File: src/rtl/spi_pkg.sv
`default_nettype none
// ============================================================================
// Module      : spi_pkg
// Description : Shared widths and constants for the SPI mode-0 target.
// Revision    : 1.0 - initial release
// ============================================================================
package spi_pkg;

    localparam int SPI_BYTE_W = 8;
    localparam int SPI_CNT_W  = $clog2(SPI_BYTE_W);
    localparam int SPI_MODE   = 0;

    typedef logic [SPI_BYTE_W-1:0] spi_byte_t;
    typedef logic [SPI_CNT_W-1:0]  spi_cnt_t;

endpackage
`default_nettype wire

File: src/rtl/spi_sync_edge.sv
`default_nettype none
// ============================================================================
// Module      : spi_sync_edge
// Description : Multi-flop synchroniser for one async pin with level output
//               and single-cycle rise/fall pulses.
// Revision    : 1.0 - initial release
// ============================================================================
module spi_sync_edge
    import spi_pkg::*;
#(
    parameter int   SYNC_STAGES = 2,
    parameter logic RESET_VAL   = 1'b0
) (
    input  logic clk,
    input  logic rst_n,
    input  logic i_async,
    output logic o_level,
    output logic o_rise,
    output logic o_fall
);

    logic [SYNC_STAGES-1:0] r_sync;
    logic                   r_hist;

    always_ff @(posedge clk or negedge rst_n) begin
        if (!rst_n) begin
            r_sync <= {SYNC_STAGES{RESET_VAL}};
            r_hist <= RESET_VAL;
        end else begin
            r_sync <= {r_sync[SYNC_STAGES-2:0], i_async};
            r_hist <= r_sync[SYNC_STAGES-1];
        end
    end

    assign o_level = r_sync[SYNC_STAGES-1];
    assign o_rise  =  r_sync[SYNC_STAGES-1] & ~r_hist;
    assign o_fall  = ~r_sync[SYNC_STAGES-1] &  r_hist;

endmodule
`default_nettype wire

File: src/rtl/spi_target.sv
`default_nettype none
// ============================================================================
// Module      : spi_target
// Description : SPI mode-0 target; oversampled MOSI deserialiser and MISO
//               serialiser with optional echo of the last received byte.
// Revision    : 1.0 - initial release
// ============================================================================
module spi_target
    import spi_pkg::*;
#(
    parameter int                    SYNC_STAGES = 2,
    parameter bit                    ECHO        = 1'b1,
    parameter logic [SPI_BYTE_W-1:0] TX_RESET    = 8'h00
) (
    input  logic                  clk,
    input  logic                  rst_n,
    input  logic                  sclk_i,
    input  logic                  ss_n_i,
    input  logic                  mosi_i,
    output logic                  miso_o,
    output logic                  miso_oe_o,
    output logic [SPI_BYTE_W-1:0] rx_data,
    output logic                  rx_valid,
    input  logic [SPI_BYTE_W-1:0] tx_data,
    input  logic                  tx_load,
    output logic                  tx_pending,
    output logic                  busy
);

    logic w_sclk_lvl, w_sclk_rise, w_sclk_fall;
    logic w_ss_lvl, w_ss_rise, w_ss_fall;
    logic w_mosi_lvl, w_unused_mosi_rise, w_unused_mosi_fall;

    spi_sync_edge #(.SYNC_STAGES(SYNC_STAGES), .RESET_VAL(1'b0)) u_sync_sclk (
        .clk(clk), .rst_n(rst_n), .i_async(sclk_i),
        .o_level(w_sclk_lvl), .o_rise(w_sclk_rise), .o_fall(w_sclk_fall)
    );

    spi_sync_edge #(.SYNC_STAGES(SYNC_STAGES), .RESET_VAL(1'b1)) u_sync_ss (
        .clk(clk), .rst_n(rst_n), .i_async(ss_n_i),
        .o_level(w_ss_lvl), .o_rise(w_ss_rise), .o_fall(w_ss_fall)
    );

    spi_sync_edge #(.SYNC_STAGES(SYNC_STAGES), .RESET_VAL(1'b0)) u_sync_mosi (
        .clk(clk), .rst_n(rst_n), .i_async(mosi_i),
        .o_level(w_mosi_lvl), .o_rise(w_unused_mosi_rise), .o_fall(w_unused_mosi_fall)
    );

    spi_cnt_t  r_bitcnt;
    spi_byte_t r_rx_shift;
    spi_byte_t r_rx_data;
    logic      r_rx_valid;
    spi_byte_t r_tx_shift;
    spi_byte_t r_tx_buf;
    logic      r_tx_pending;
    logic      r_reload;
    logic      r_skip_fall;

    logic      w_busy;
    logic      w_rx_step;
    logic      w_byte_done;
    logic      w_tx_fall;
    logic      w_shifter_load;
    spi_byte_t w_rx_next;

    assign w_busy         = ~w_ss_lvl;
    assign w_rx_step      = w_sclk_rise & w_busy;
    assign w_byte_done    = w_rx_step & (r_bitcnt == SPI_CNT_W'(SPI_BYTE_W - 1));
    assign w_rx_next      = {r_rx_shift[SPI_BYTE_W-2:0], w_mosi_lvl};
    assign w_tx_fall      = w_sclk_fall & w_busy;
    assign w_shifter_load = w_ss_fall | (w_tx_fall & r_reload);

    always_ff @(posedge clk or negedge rst_n) begin
        if (!rst_n) begin
            r_bitcnt   <= '0;
            r_rx_shift <= '0;
            r_rx_data  <= '0;
            r_rx_valid <= 1'b0;
            r_reload   <= 1'b0;
        end else begin
            r_rx_valid <= w_byte_done;
            if (w_byte_done) begin
                r_rx_data <= w_rx_next;
            end
            if (w_ss_rise) begin
                r_bitcnt <= '0;
                r_reload <= 1'b0;
            end else if (w_rx_step) begin
                r_rx_shift <= w_rx_next;
                r_bitcnt   <= r_bitcnt + SPI_CNT_W'(1);
                if (w_byte_done) begin
                    r_reload <= 1'b1;
                end
            end else if (w_tx_fall) begin
                r_reload <= 1'b0;
            end
        end
    end

    // A select that falls while SCLK is high leaves one stray falling edge to swallow.
    always_ff @(posedge clk or negedge rst_n) begin
        if (!rst_n) begin
            r_tx_shift  <= '0;
            r_skip_fall <= 1'b0;
        end else if (w_ss_rise) begin
            r_tx_shift  <= '0;
            r_skip_fall <= 1'b0;
        end else if (w_ss_fall) begin
            r_tx_shift  <= r_tx_buf;
            r_skip_fall <= w_sclk_lvl;
        end else if (w_tx_fall) begin
            r_skip_fall <= 1'b0;
            if (r_reload) begin
                r_tx_shift <= r_tx_buf;
            end else if (!r_skip_fall) begin
                r_tx_shift <= {r_tx_shift[SPI_BYTE_W-2:0], 1'b0};
            end
        end
    end

    always_ff @(posedge clk or negedge rst_n) begin
        if (!rst_n) begin
            r_tx_buf     <= TX_RESET;
            r_tx_pending <= 1'b0;
        end else begin
            if (tx_load) begin
                r_tx_buf <= tx_data;
            end else if (ECHO && w_byte_done && !r_tx_pending) begin
                r_tx_buf <= w_rx_next;
            end
            // A new load wins over a coincident shifter load so the fresh byte stays pending.
            if (tx_load) begin
                r_tx_pending <= 1'b1;
            end else if (w_shifter_load) begin
                r_tx_pending <= 1'b0;
            end
        end
    end

    assign busy       = w_busy;
    assign miso_oe_o  = w_busy;
    assign miso_o     = w_busy & r_tx_shift[SPI_BYTE_W-1];
    assign rx_data    = r_rx_data;
    assign rx_valid   = r_rx_valid;
    assign tx_pending = r_tx_pending;

endmodule
`default_nettype wire

File: config.mk
export PLATFORM = sky130hd
export DESIGN_NAME = spi_target
export DESIGN_NICKNAME = d
export VERILOG_FILES = /design/src/rtl/spi_pkg.sv /design/src/rtl/spi_sync_edge.sv /design/src/rtl/spi_target.sv
export SDC_FILE = /design/constraint.sdc
export NUM_CORES = 1
export LEC_CHECK = 0
export CORE_MARGIN = 3
export CORE_UTILIZATION = 54
export DETAILED_ROUTE_END_ITERATION = 7
export PLACE_DENSITY = 0.78
export SETUP_SLACK_MARGIN = 0.4
export SLEW_MARGIN = 25
export SYNTH_ARGS = -nofsm -noshare
export SYNTH_HDL_FRONTEND = slang
export SYNTH_SLANG_ARGS = --single-unit
export TNS_END_PERCENT = 1
File: constraint.sdc
create_clock -name clk -period 2.6 [get_ports clk]
set_clock_uncertainty 0.05 [all_clocks]
set_input_delay 0.39 -clock clk [delete_from_list [all_inputs] [get_ports clk]]
set_output_delay 0.39 -clock clk [all_outputs]
set_load 0.01 [all_outputs]
==> results of run 1 <==
[layout by cell type, fill, tap and decap left out]
master,count
ha_2,1
clkbuf_8,5
mux2_2,7
dfstp_2,3
ha_1,3
nor2b_1,9
inv_2,1
inv_1,4
a31oi_1,8
and2b_1,1
bufinv_16,1
nor2_1,5
xnor2_1,1
mux2_4,8
clkinvlp_4,1
a31o_2,1
o21ai_0,15
o32a_2,1
dfrtp_1,43
mux2i_1,2
clkbuf_1,1
nor3b_1,2
clkdlybuf4s50_1,25
or3b_2,8
a21oi_1,17
nand3_1,1
nand4bb_1,1
nor3b_2,1
buf_4,3
nand2_1,27
[worst max-delay path, stage by stage (launching register included)]
cell and delay (ps):
dfstp_2 600, inv_1 90, ha_2 270, o32a_2 520, mux2_4 330
[layer usage]
metal / up-vias / global-route usage (%) / part of all wire [%]
li1: 666 / - / -
met1: 643 / 25.8 / 44
met2: 32 / 32.3 / 49
met3: 5 / 5.66 / 5.2
met4: 0 / 6.84 / 1.1
met5: - / 0 / 0
[through the flow]
step	total power, mW	util, %	worst slack, ps	cell area [µm²]	hold WS, ps
finish	1.64	69.3	629	2420	34.2
global route	1.72	69.3	534	2420	67.0
CTS	1.65	69.1	421	2420	235
detailed placement	1.13	66.0	447	2310	288
global placement	1.11	66.0	517	2310	283
floorplan	1.04	-	737	2040	44.4
[kinds of logic after synthesis]
family	share of synthesized area (%)
AND/OR/NAND/NOR	14.6
flip-flops	56.6
AO/OA/AOI/OAI	11.2
multiplexers	10.7
buffers and inverters	4.04
adder cells (fa/ha/maj)	2.45
XOR/XNOR	0.429
[registers in the layout, indices dropped and copies added (netlist names), 2 cells and up]
register	flops
r_tx_buf	8
r_tx_shift	8
rx_data	8
r_rx_shift	7
r_bitcnt	3
u_sync_mosi.r_sync	2
u_sync_sclk.r_sync	2
u_sync_ss.r_sync	2
[layout make-up]
cell class	instances	area (µm²)	share of cell area (%)
clock buffer	6	72.6	3.00
inverter	5	18.8	0.775
clock inverter	2	37.5	1.55
timing repair buffer	28	273	11.3
multi-input combinational	119	808	33.4
tap	46	57.6	2.38
sequential	46	1150	47.7
[how the worst max path moves through the flow]
| stage | startpoint | endpoint | slack [ps] | depth (start not counted) |
|---|---|---|---|---|
| global route | u_sync_ss.r_sync[1] | r_tx_shift[6] | 530 | 4 |
| detailed placement | u_sync_ss.r_sync[1] | r_tx_shift[2] | 450 | 4 |
| CTS | u_sync_ss.r_sync[1] | r_tx_shift[2] | 420 | 4 |
| global placement | u_sync_ss.r_sync[1] | r_tx_shift[6] | 520 | 4 |
| finish | u_sync_ss.r_sync[1] | r_tx_shift[2] | 630 | 4 |
| floorplan | u_sync_ss.r_sync[1] | r_tx_shift[0] | 740 | 5 |
[power by group through the flow]
stage | combinational, mW | sequential [mW] | clock (mW)
2_1_floorplan | 0.175 | 0.869 | 0
3_3_place_gp | 0.220 | 0.892 | 0
3_5_place_dp | 0.233 | 0.898 | 0
4_1_cts | 0.235 | 0.889 | 0.529
5_1_grt | 0.255 | 0.900 | 0.563
6_report | 0.233 | 0.888 | 0.516
[repair_timing]
item                                   CTS  global route
resized for setup                        0             2
endpoints found under the hold margin    0             0
setup endpoints to repair                0             8
==> impl_results.md, run 1 <==
- Startpoint Class: flip-flop
- Clock Sinks: 46
- Internal Power: 1.24 mW
- Reg-to-reg endpoint: r_tx_shift[2]
- Placed cell count: 244
- Seq/Total Area, Yosys: 56.6%
- CTS Root Cell: clkbuf_8
- PwrDens: 676 nW/µm²
- Share of cells above drive strength 1: 19.9%
- LEAKAGE: about 1.1 nW
- Reg power frac: a little over half
- Worst EP arrival: 2110 ps
- Setup violators final: 0
- Top Ports: 27
- Row Count: 21
- Clock Pin Slew Worst Setup and Hold Paths: around 80 ps
- Clock tree buffer depth: 2
- Port bufs: 26
- Final Net Count: 223
- First-pass GRT wire length: 6.63 mm
- Die area: ~4600 µm²
- Die width: 67.5 µm
- GRT Total Usage: 20.0%
- Layout area overhead: 18.6%
- GPL Wtd Cong: 0.785
- Switch Pwr: about 0.40 mW
- Postcts setup bufs: 0
- DR iter-0 viols: 99
- CTS buffer count: 5
- Most instantiated cells after synthesis: 43 x dfrtp_1, 27 x nand2_1, 17 x a21oi_1
- Hold Path Class: input port to async pin
- Vias per Instance: 5.34
- FF-to-FF Start: u_sync_ss.r_sync[1]
- Setup CP Type: flip-flop to flip-flop
- Reg2reg setup slack: 630 ps
- F_max: 0.507 GHz
- H-tree level count: 2
- Max Slew Vio Count: 0
- Drt wl/cell: 15.4 µm
- CP Capture Type: flip-flop
- Main flop type after synthesis: dfrtp_1
- Status: finished, final reports clean
- RSZ-0062 raised after global routing: no
- Final non-filler cell total: 252
- Worst path required time: 2730 ps
- Pin count of the biggest net entering global routing: 47
- Yosys reg bits: 46
- Fin crit share: 75.8%
- # DRC: 0
- Switching Share: between 20% and 30%
- Clock share of power: 31.5%
- Crit path max fanout: 18
- Avg Cell Area, Syn: around 11 µm²
- Tmin final: 1970 ps
- Initial core utilization: between 50 and 60%
- Mapped Cells: 181
- Hold Fails Final Rpt: 0
- Worst-Skew Late Latency: ~300 ps
- CTS tree: built
- Total core area: 3490 µm²
- YS warnings: 0
- Synth area leaders: dfrtp_1 53%, mux2_4 5.9%, nand2_1 5.0%, a21oi_1 4.2%, dfstp_2 3.9%
- Maxcap violations: 0
- Post-Route WL: just under 4 mm
- Post-route setup TNS: 0 ps
- Mapped cell area: a little over 2000 µm²
- Most common cell in the netlist: dfrtp_1
- Syn Nets: 199
- Initial antenna violation count: 0
- Die height: 67.5 µm
- Reg2reg path depth: 4
- Post-synth top area cell: dfrtp_1
- DR vias: 1346
- Worst-margin pin slew: 567 ps
- Top cell type's share of synthesized area: 52.7%
- EDFF count, synth: 0
- Comb power frac: 14.2%
- Drt first pass iters: 4
- Vias in the first global route: 1415
- # diodes: 0
- Grt ovf: 0
- Hold buffer count at CTS: 0
- Maximum VDD drop: 0.526 mV
- Synth unique cells: 27
- Hpwl dp: 2.66 mm
- Fillers: 271
- Asr flop ratio synth: 100%
- Rel. slew slack: 62.2%
- DRT antenna net count: 0
Power figures use the tool's default switching activity.
==> run 2: changes to the inputs <==
Settings changed: CORE_UTILIZATION 54 to 49, PLACE_DENSITY 0.78 to 0.75.
Clock period 2.6 ns to 1.8 ns, I/O delays scaled along.
==> run 2 against run 1 <==
- clock power grew 24%
- register-to-register slack lost 590 ps
- sequential share of layout area shrank 1.4 points
- hold slack gained 270 ps
- global-route usage shrank 2.6 points
- total power grew 39%
==> impl_results.md, run 2 (same netlist as run 1, synthesis figures left out) <==
- Row Count: 22 (was 21)
- Drt first pass iters: 4 (unchanged)
- Switching Share: 27.1% (was 24.3%)
- DRT antenna net count: 0 (unchanged)
- Delay-heaviest family, CP: flip-flops (unchanged)
- Share of cells above drive strength 1: 23.9% (was 19.9%)
- Worst-Skew Late Latency: 300 ps (about the same)
- Status: finished, final reports clean (unchanged)
- H-tree level count: 2 (unchanged)
- Most common cell after layout, fill and taps aside: dfrtp_1 (unchanged)
- Hpwl dp: 2.87 mm (was 2.66 mm)
- F_max: 0.569 GHz (was 0.507 GHz)
- RSZ-0062 raised after global routing: yes (was no)
- Port bufs: 26 (unchanged)
- Worst-margin pin slew: 562 ps (was 567 ps)
- Vias per Instance: 5.50 (was 5.34)
- Post-route cell area: 2490 µm² (was 2420 µm²)
- Drt wl/cell: 15.8 µm (was 15.4 µm)
- Clock Pin Slew Worst Setup and Hold Paths: 90 ps (was 80 ps)
- Clock tree buffer depth: 2 (unchanged)
- Initial core utilization: 53.4% (was 58.4%)
- Final non-filler cell total: 261 (was 252)
- Final Net Count: 230 (was 223)
- Internal Power: 1.66 mW (was 1.24 mW)
- Die width: 70.6 µm (was 67.5 µm)
- Area post-placement: 2380 µm² (was 2310 µm²)
- Most frequent cells in the layout: 43 x dfrtp_1, 27 x nand2_1, 23 x clkdlybuf4s50_1 (was 43 x dfrtp_1, 27 x nand2_1, 25 x clkdlybuf4s50_1)
- Maxcap violations: 0 (unchanged)
- Setup ws final: 41.1 ps (was 629 ps)
- Hold Fails Final Rpt: 0 (unchanged)
- DR vias: 1435 (was 1346)
- Max Slew Vio Count: 0 (unchanged)
- First-pass GRT wire length: 6.91 mm (was 6.63 mm)
- Hold path cells: 0
- Worst EP arrival: 1900 ps (was 2110 ps)
- Setup violators final: 0 (unchanged)
- Die area: 4980 µm² (was 4560 µm²)
- Hold EP: u_sync_sclk.r_sync[1]
- Switch Pwr: 0.618 mW (was 0.398 mW)
- CTS buffer count: 5 (unchanged)
- # DRC: 0 (unchanged)
- Reg-to-reg endpoint: r_tx_shift[2] (unchanged)
- Total core area: 3830 µm² (was 3490 µm²)
- GPL Wtd Cong: 0.785 (unchanged)
- Vias in the first global route: 1444 (was 1415)
- # diodes: 0 (unchanged)
- CTS tree: built (unchanged)
- Crit path max fanout: 9 (was 18)
- Pre-CTS WS: -127 ps (was 447 ps)
- DR iter-0 viols: 134 (was 99)
- Worst path required time: 1950 ps (was 2730 ps)
- Post-route setup TNS: 0 ps (unchanged)
- Clock share of power: 28.1% (was 31.5%)
- Initial antenna violation count: 0 (unchanged)
- Post-Route WL: 4.13 mm (was 3.88 mm)
- Reg2reg path depth: 4 (unchanged)
- Startpoint Class: flip-flop (unchanged)
- Worst-path cell chain: inv_4 -> ha_4 -> o32a_4 -> mux2_4 (was inv_1 -> ha_2 -> o32a_2 -> mux2_4)
- Worst Hold Launch: u_sync_sclk.r_sync[0]
- FF-to-FF Start: u_sync_ss.r_sync[1] (unchanged)
- Rel. slew slack: 62.6% (was 62.2%)
- Placed cell count: 252 (was 244)
- Hold Path Class: flip-flop to flip-flop (was input port to async pin)
- Postcts setup bufs: 0 (unchanged)
- Pin count of the biggest net entering global routing: 25 (was 47)
- Maximum VDD drop: 0.594 mV (was 0.526 mV)
- Tmin final: 1760 ps (was 1970 ps)
- LEAKAGE: 1.13 nW (was 1.09 nW)
- Reg2reg setup slack: 40 ps (was 630 ps)
- Fin crit share: 97.7% (was 75.8%)
- Buffers plus inverters on the worst setup path: 1 (unchanged)
- GRT Total Usage: 17.5% (was 20.0%)
- Setup CP Type: flip-flop to flip-flop (unchanged)
- Total power: 2.28 mW (was 1.64 mW)
- Die height: 70.6 µm (was 67.5 µm)
- Grt ovf: 0 (unchanged)
- Layout area overhead: 22.2% (was 18.6%)
- Clock Sinks: 46 (unchanged)
- Top Ports: 27 (unchanged)
- Max stage delay cell, worst path: dfstp_2 (unchanged)
- Fillers: 298 (was 271)
- CP Capture Type: flip-flop (unchanged)
- Max incr delay on CP: 600 ps (about the same)
- CTS Root Cell: clkbuf_8 (unchanged)
- Reg power frac: 56.2% (was 54.3%)
- Comb power frac: 15.8% (was 14.2%)
- PwrDens: 914 nW/µm² (was 676 nW/µm²)
==> run 2: how the worst max path moves through the flow <==
stage / cells after the start / start / endpoint
2_1_floorplan: 5 / u_sync_ss.r_sync[1] / r_tx_shift[0]
3_3_place_gp: 4 / u_sync_ss.r_sync[1] / r_tx_shift[0]
3_5_place_dp: 4 / u_sync_ss.r_sync[1] / r_tx_shift[2]
4_1_cts: 4 / u_sync_ss.r_sync[1] / r_tx_shift[2]
5_1_grt: 4 / u_sync_ss.r_sync[1] / r_tx_shift[2]
6_report: 4 / u_sync_ss.r_sync[1] / r_tx_shift[2]
==> run 2: layout make-up <==
cell class                 instances  area (µm²)  area share, %
timing repair buffer              35         335           13.4
multi-input combinational        119         833           33.4
tap                               48        60.1           2.41
clock inverter                     3        21.3          0.853
inverter                           5        21.3          0.853
clock buffer                       5        68.8           2.76
sequential                        46        1150           46.3
==> run 2: layer usage <==
layer | wire length (µm) | global-route usage, % | vias up
li1 | - | - | 679
met1 | 1790 | 21.9 | 714
met2 | 2110 | 28.9 | 33
met3 | 156 | 4.12 | 9
met4 | 76 | 7.72 | 0
met5 | 0 | 0 | -
==> run 2: through the flow <==
stage	hold WS, ps	utilization, %
2_1_floorplan	-75.6	-
3_3_place_gp	224	62.3
3_5_place_dp	249	62.3
4_1_cts	304	65.2
5_1_grt	310	65.2
6_report	306	65.2
==> run 2: timing repair <==
action / CTS / global route
hold buffers: 1 / 0
gates resized for setup: 5 / 0
endpoints found under the hold margin: 21 / 0
setup endpoints to repair: 45 / 47
==> run 2: power by group through the flow <==
| stage | registers, mW | clock network, mW | logic, mW |
|---|---|---|---|
| finish | 1.28 | 0.640 | 0.360 |
| floorplan | 1.26 | 0 | 0.255 |
| CTS | 1.28 | 0.650 | 0.364 |
| global placement | 1.28 | 0 | 0.341 |
| global route | 1.30 | 0.695 | 0.394 |
| detailed placement | 1.29 | 0 | 0.361 |
